### config.mk
export PLATFORM = sky130hd
export DESIGN_NAME = mem_port_arbiter
export DESIGN_NICKNAME = d
export VERILOG_FILES = /design/src/rtl/mem_port_arbiter.sv
export SDC_FILE = /design/constraint.sdc
export NUM_CORES = 2
export LEC_CHECK = 0
export CAP_MARGIN = 10
export CELL_PAD_IN_SITES_DETAIL_PLACEMENT = 0
export CELL_PAD_IN_SITES_GLOBAL_PLACEMENT = 1
export CORE_AREA = 2 2 637 639
export DETAILED_ROUTE_END_ITERATION = 8
export DIE_AREA = 0 0 639 641
export DONT_BUFFER_PORTS = 1
export GPL_TIMING_DRIVEN = 0
export PLACE_DENSITY = 0.33
export SLEW_MARGIN = 30
export SYNTH_ARGS = -nofsm -noshare
export SYNTH_HDL_FRONTEND = slang
export SYNTH_SLANG_ARGS = --single-unit
### constraint.sdc
create_clock -name clock_i -period 28.7 [get_ports clock_i]
set_input_delay 2.87 -clock clock_i [delete_from_list [all_inputs] [get_ports clock_i]]
set_output_delay 2.87 -clock clock_i [all_outputs]
set_load 0.01 [all_outputs]
### src/rtl/mem_port_arbiter.sv
// mem_port_arbiter
// ----------------
// Shares the single line-wide DataMemory port between two requesters:
//   master 0 = data-cache controller, master 1 = instruction-fetch refill.
// The winning request is latched into the mem_* registers. Those registers
// stay frozen until DataMemory acknowledges. The read line is then returned
// to the winner together with a one-cycle ack.
// A watchdog flags a memory that never answers. The stalled transaction
// keeps waiting; it is not aborted.
//
// States: IDLE -> BUSY (memory request held) -> RELEASE (one idle cycle) -> IDLE
//
// Build option (macro): ARB_ROUND_ROBIN_EN
//   defined   : contention alternates between the masters (1-bit pointer).
//   undefined : fixed priority, master 0 wins contention.
//
// Parameters:
//   ADDR_W   byte address width forwarded to DataMemory
//   DATA_W   line width
//   TIMEOUT  BUSY cycles before err_o sets (2..255, 8-bit watchdog)
//
// Ports:
//   clock_i, rst_i            clock, asynchronous active-high reset
//   mX_req_i/we_i/addr_i/     request, write flag, line address, write line
//   mX_data_i                 (X = 0, 1)
//   mX_data_o                 last read line returned to that master
//   mX_ack_o                  one-cycle completion pulse
//   mem_enable_o/write_o      memory request / write strobe (high only in BUSY)
//   mem_addr_o/mem_data_o     latched line address (low 5 bits zero) / write line
//   mem_data_i/mem_ack_i      memory read line / one-cycle completion
//   err_o                     sticky watchdog flag
module mem_port_arbiter #(
    parameter int ADDR_W  = 32,
    parameter int DATA_W  = 256,
    parameter int TIMEOUT = 64
) (
    input  logic              clock_i,
    input  logic              rst_i,
    input  logic              m0_req_i,
    input  logic              m0_we_i,
    input  logic [ADDR_W-1:0] m0_addr_i,
    input  logic [DATA_W-1:0] m0_data_i,
    output logic [DATA_W-1:0] m0_data_o,
    output logic              m0_ack_o,
    input  logic              m1_req_i,
    input  logic              m1_we_i,
    input  logic [ADDR_W-1:0] m1_addr_i,
    input  logic [DATA_W-1:0] m1_data_i,
    output logic [DATA_W-1:0] m1_data_o,
    output logic              m1_ack_o,
    output logic              mem_enable_o,
    output logic              mem_write_o,
    output logic [ADDR_W-1:0] mem_addr_o,
    output logic [DATA_W-1:0] mem_data_o,
    input  logic [DATA_W-1:0] mem_data_i,
    input  logic              mem_ack_i,
    output logic              err_o
);

    typedef enum logic [1:0] {
        IDLE    = 2'd0,
        BUSY    = 2'd1,
        RELEASE = 2'd2
    } state_t;

    state_t state_reg, state_next;

    // Per-master inputs gathered into vectors so that selection and
    // per-master return paths can be written once.
    logic [1:0]             req_vec;
    logic [1:0]             we_vec;
    logic [1:0][ADDR_W-1:0] addr_vec;
    logic [1:0][DATA_W-1:0] wdata_vec;
    logic [1:0]             ack_vec;
    logic [1:0][DATA_W-1:0] rdata_vec;

    assign req_vec   = {m1_req_i,  m0_req_i};
    assign we_vec    = {m1_we_i,   m0_we_i};
    assign addr_vec  = {m1_addr_i, m0_addr_i};
    assign wdata_vec = {m1_data_i, m0_data_i};

    // Latched transaction.
    logic              winner_reg;
    logic              we_reg;
    logic [ADDR_W-1:0] addr_reg;
    logic [DATA_W-1:0] data_reg;
    logic [7:0]        wdog_reg;
    logic              err_reg;

    // FSM strobes.
    logic latch_en;   // IDLE with a request: capture the winner
    logic done;       // BUSY edge with mem_ack_i: complete the transaction
    logic grant_sel;  // index of the master that wins at this edge

    // ------------------------------------------------------------------
    // Winner selection
    // ------------------------------------------------------------------
`ifdef ARB_ROUND_ROBIN_EN
    // Pointer holds the master preferred on the next contention. It always
    // points away from the most recent winner, so two masters that keep
    // requesting alternate strictly.
    logic rr_ptr_reg;

    always_comb begin
        grant_sel = 1'b0;
        if (m0_req_i && m1_req_i) begin
            grant_sel = rr_ptr_reg;
        end else begin
            grant_sel = !m0_req_i;
        end
    end

    always_ff @(posedge clock_i or posedge rst_i) begin
        if (rst_i) begin
            rr_ptr_reg <= 1'b0;
        end else if (latch_en) begin
            rr_ptr_reg <= !grant_sel;
        end
    end
`else
    // Fixed priority: the data cache wins whenever it is requesting.
    always_comb begin
        grant_sel = !m0_req_i;
    end
`endif

    // ------------------------------------------------------------------
    // FSM
    // ------------------------------------------------------------------
    always_ff @(posedge clock_i or posedge rst_i) begin
        if (rst_i) begin
            state_reg <= IDLE;
        end else begin
            state_reg <= state_next;
        end
    end

    // RELEASE never samples requests. A master that still holds req through
    // its ack cycle therefore cannot be re-granted on that stale request,
    // and DataMemory always sees mem_enable_o drop between transactions.
    always_comb begin
        state_next = state_reg;
        latch_en   = 1'b0;
        done       = 1'b0;
        case (state_reg)
            IDLE: begin
                if (|req_vec) begin
                    state_next = BUSY;
                    latch_en   = 1'b1;
                end
            end
            BUSY: begin
                if (mem_ack_i) begin
                    state_next = RELEASE;
                    done       = 1'b1;
                end
            end
            RELEASE: begin
                state_next = IDLE;
            end
            default: begin
                state_next = IDLE;
            end
        endcase
    end

    // ------------------------------------------------------------------
    // Latched request and watchdog
    // ------------------------------------------------------------------
    always_ff @(posedge clock_i or posedge rst_i) begin
        if (rst_i) begin
            winner_reg <= 1'b0;
            we_reg     <= 1'b0;
            addr_reg   <= '0;
            data_reg   <= '0;
            wdog_reg   <= 8'd0;
            err_reg    <= 1'b0;
        end else begin
            if (latch_en) begin
                winner_reg <= grant_sel;
                we_reg     <= we_vec[grant_sel];
                // Line-align: DataMemory only works on whole 32-byte lines.
                addr_reg   <= addr_vec[grant_sel] & ~ADDR_W'(31);
                data_reg   <= wdata_vec[grant_sel];
                wdog_reg   <= 8'd0;
            end else if (state_reg == BUSY && wdog_reg != 8'hFF) begin
                wdog_reg <= wdog_reg + 8'd1;
            end
            // This edge ends the TIMEOUT-th BUSY cycle, so the counter
            // reaches TIMEOUT here.
            if (state_reg == BUSY && wdog_reg == 8'(TIMEOUT - 1)) begin
                err_reg <= 1'b1;
            end
        end
    end

    // ------------------------------------------------------------------
    // Per-master completion: ack pulse and read-line holding register
    // ------------------------------------------------------------------
    for (genvar gi = 0; gi < 2; gi++) begin : gen_master
        logic              ack_reg;
        logic [DATA_W-1:0] rdata_reg;
        logic              mine;

        assign mine = done && (winner_reg == 1'(gi));

        always_ff @(posedge clock_i or posedge rst_i) begin
            if (rst_i) begin
                ack_reg   <= 1'b0;
                rdata_reg <= '0;
            end else begin
                ack_reg <= mine;
                // Writes leave the returned line untouched.
                if (mine && !we_reg) begin
                    rdata_reg <= mem_data_i;
                end
            end
        end

        assign ack_vec[gi]   = ack_reg;
        assign rdata_vec[gi] = rdata_reg;
    end

    // ------------------------------------------------------------------
    // Outputs
    // ------------------------------------------------------------------
    // The enable is decoded from the state register, so an asynchronous
    // reset drops it immediately rather than at the next edge.
    assign mem_enable_o = (state_reg == BUSY);
    assign mem_write_o  = (state_reg == BUSY) && we_reg;
    assign mem_addr_o   = addr_reg;
    assign mem_data_o   = data_reg;
    assign m0_ack_o     = ack_vec[0];
    assign m1_ack_o     = ack_vec[1];
    assign m0_data_o    = rdata_vec[0];
    assign m1_data_o    = rdata_vec[1];
    assign err_o        = err_reg;

endmodule

==> summary.txt <==
Outcome
  • Status: finished clean

Place
  • GP Congestion: around 0.92
  • Dpl cell area: 40320 sq um
  • Post-DP HPWL: 235200 microns
  • Pre-CTS WS: 22600 ps
  • IO buf count: 0

Setup path
  • Flop2flop setup slack: about 26000 ps
  • CP Class: flip-flop to primary output
  • Buffers & Inverters on Critical Path: 2
  • CP peak stage delay: approximately 540 ps
  • Startpoint Class: flip-flop
  • Reg2reg start: state_reg[0]
  • Critical path origin: state_reg[1]
  • Worst r2r path cells: 7
  • Worst Path Required: about 26000 ps
  • Critical Path End Type: primary output
  • CP Max Fanout: 9
  • Crit-path cells: nand2b_1 > buf_2 > inv_2 > and2_1
  • Slowest stage cell, crit path: and2_1
  • CP Depth: 4
  • Top delay family on crit path: simple AND/OR/NAND/NOR gates
  • Worst reg2reg endpoint: mem_data_o[57]
  • CP Data Arrival Time: 2370 ps

Pwr
  • Design Power: 5.305 mW
  • Comb pwr share: between 10% and 20%
  • P_int: 3.034 mW
  • Pleak: 17.61 nW
  • Sw power: roughly 2.3 mW
  • Switch share: a little over two fifths
  • Sequential power share: a little over half
  • VDD IR max: roughly 0.000052 V
  • Pwr dens: ~120 nW/um^2
  • Clock power frac: a little over a quarter

Logic synthesis
  • Mapped cell area: approximately 33000 sq um
  • Post-synth top area share: 62.03%
  • Seq/Total Area, Yosys: between 60 and 70%
  • Post-synth EDFFs: 0
  • #FFs+latches synth: a little over 800
  • Top area cells in the synthesized netlist: dfrtp_1, mux2_2, mux2i_1
  • Ys Warns: 0
  • Mapped Cells: 2390
  • Synth Area per Inst: 13.67 sq um
  • Synth async-reset ratio: 100.0%
  • Synth area leader: dfrtp_1
  • Post-synth top flop: dfrtp_1
  • Post-synth cell types: 35

Global route
  • First-pass GRT wire length: 315800 microns
  • Antenna violations before repair: between 200 and 250
  • Vias in the first global route: ~22000
  • GRT Residual Overflow: 0
  • Largest net degree at the start of global routing: 87
  • Gr usage total: between 10% and 20%

CTS
  • H-tree levels: 3
  • CTS tree: built
  • Clk sink count: a little over 800
  • Root buffer cell: clkbuf_16
  • CTS-repair resized insts: 0
  • Clk slew on worst S/H paths: around 60 ps
  • Clock latency on the worst-skew pair: roughly 850 ps
  • Hold Buf Count CTS: 0
  • CTS Buffer Depth: 4
  • TritonCTS buffer count: roughly 110
  • Setup bufs post-CTS: 0

Timing
  • Final setup fails: 0
  • Setup WS post-layout: 23460 ps
  • Max-slew violations: 0
  • Clock Skews: about 43 ps
  • Highest clock rate: between 150 and 200 MHz
  • Worst-Margin Slew: about 1000 ps
  • Tmin final: between 5000 and 6000 ps
  • Final hold violations: 0
  • Final setup TNS: 0 ps
  • RSZ-0062 raised after global routing: false
  • Period utilization: 18.26%
  • Slew headroom: 28.13%

Layout
  • Layout area overhead: 35.36%
  • Ratio of cells with drive above 1 in the final layout: between 20% and 30%
  • Final core utilization: around 11%
  • Finished Cell Area: approximately 44000 sq um
  • Final nets: around 3400

Route
  • Via count: ~23000
  • Detail Route Antenna Nets: 0
  • Initial DRC count: 1454
  • Drt first pass iters: 5
  • Residual DRC count: 0
  • Routed WL per cell: 33.37 microns
  • DR vias/cell: 2.865
  • DRT Wirelength: around 270000 microns

Floorplanning
  • Core area: a little over 400000 sq um
  • Initial core utilization: 8.128%
  • Die ar.: about 400000 sq um
  • Die Wd: approximately 640 microns
  • Die Ht: 641 microns
  • IO Count: roughly 1600
  • # rows: roughly 230

Worst hold path
  • Worst min path class: flip-flop to flip-flop
  • Hold EP: wdog_reg[5]
  • Hold path cells: 1
  • Worst hold start: wdog_reg[5]

Flow run
  • Max-cap violation count: 0
## worst max-delay path by stage
| stage | slack, ps | endpoint |
|---|---|---|
| after floorplan | 3080 | err_o |
| after global placement | -9270 | mem_data_o[152] |
| after detailed placement | 22600 | mem_data_o[57] |
| after CTS | 23200 | mem_write_o |
| after global routing | 23110 | mem_write_o |
| final | 23460 | mem_write_o |
## placed cells by master, fill, tap and decap left out, drive strengths merged, types with 2 or more instances in the layout
| master | count |
|---|---|
| dfrtp | 810 |
| mux2 | 512 |
| nand2 | 289 |
| o21ai | 288 |
| mux2i | 284 |
| clkbuf | 195 |
| buf | 155 |
| diode | 53 |
| clkinv | 18 |
| inv | 11 |
| bufinv | 9 |
| nor2 | 7 |
| nor3 | 6 |
| conb | 5 |
| clkinvlp | 5 |
| a21oi | 4 |
| nand3 | 3 |
| a211o | 3 |
| and2 | 3 |
| nand4 | 2 |
| a21o | 2 |
| and3 | 2 |
| o41ai | 2 |
## synthesized netlist by cell type, drive strengths merged (3+ instances only)
master and count:
dfrtp 810, mux2 512, nand2 289, o21ai 288
mux2i 284, buf 125, clkbuf 32, nor2 7
inv 6, nor3 6, a21oi 4, a211o 3
and2 3, nand3 3
## metal layers
layer	part of all wire (%)	global-route usage (%)	up-vias	wire, microns
li1	-	-	8776	-
met1	34	12.62	11700	89630
met2	52	22.75	1653	137500
met3	11	5.594	619	28990
met4	3.4	3.331	68	9116
met5	0.17	0	-	452
## kinds of logic after synthesis
logic type,share of synthesized area (%)
mux,26.34
flops,62.03
simple gates,3.749
other cells,0.01148
fa+ha+maj,0.03828
compound gates,4.786
buf+inv,3.040
## worst register-to-register path: cells and delay by family (launching register included)
kind,cells,cell delay [ps]
flops,1,410
buf+inv,3,1660
compound gates,2,320
simple gates,2,260
## per-stage QoR
stage	instances	hold WS [ps]
finish	7964	521.6
global route	7932	529.9
CTS	7911	516.3
detailed placement	7711	516.0
global placement	7681	506.6
floorplan	2394	478.9
## power groups by stage
stage	clock network (mW)	logic, mW	registers (mW)
5_1_grt	1.55	1.12	2.94
4_1_cts	1.51	1.03	2.90
6_report	1.45	0.996	2.86
2_1_floorplan	0	0.713	2.27
3_3_place_gp	0	0.980	2.92
3_5_place_dp	0	1.03	2.92
## cell type report
| cell class | count | area, sq um |
|---|---|---|
| repair buffers | 30 | 690.7 |
| well taps | 5287 | 6615 |
| flip-flops and latches | 810 | 20270 |
| inverters | 6 | 30.03 |
| clock buffers | 163 | 3263 |
| multi-input cells | 1421 | 11730 |
| plain buffers | 157 | 982.2 |
| fillers | 45630 | 357800 |
| clock inverters | 37 | 516.7 |
| diodes | 53 | 132.6 |
No activity file was read; power rests on OpenSTA's default activity.
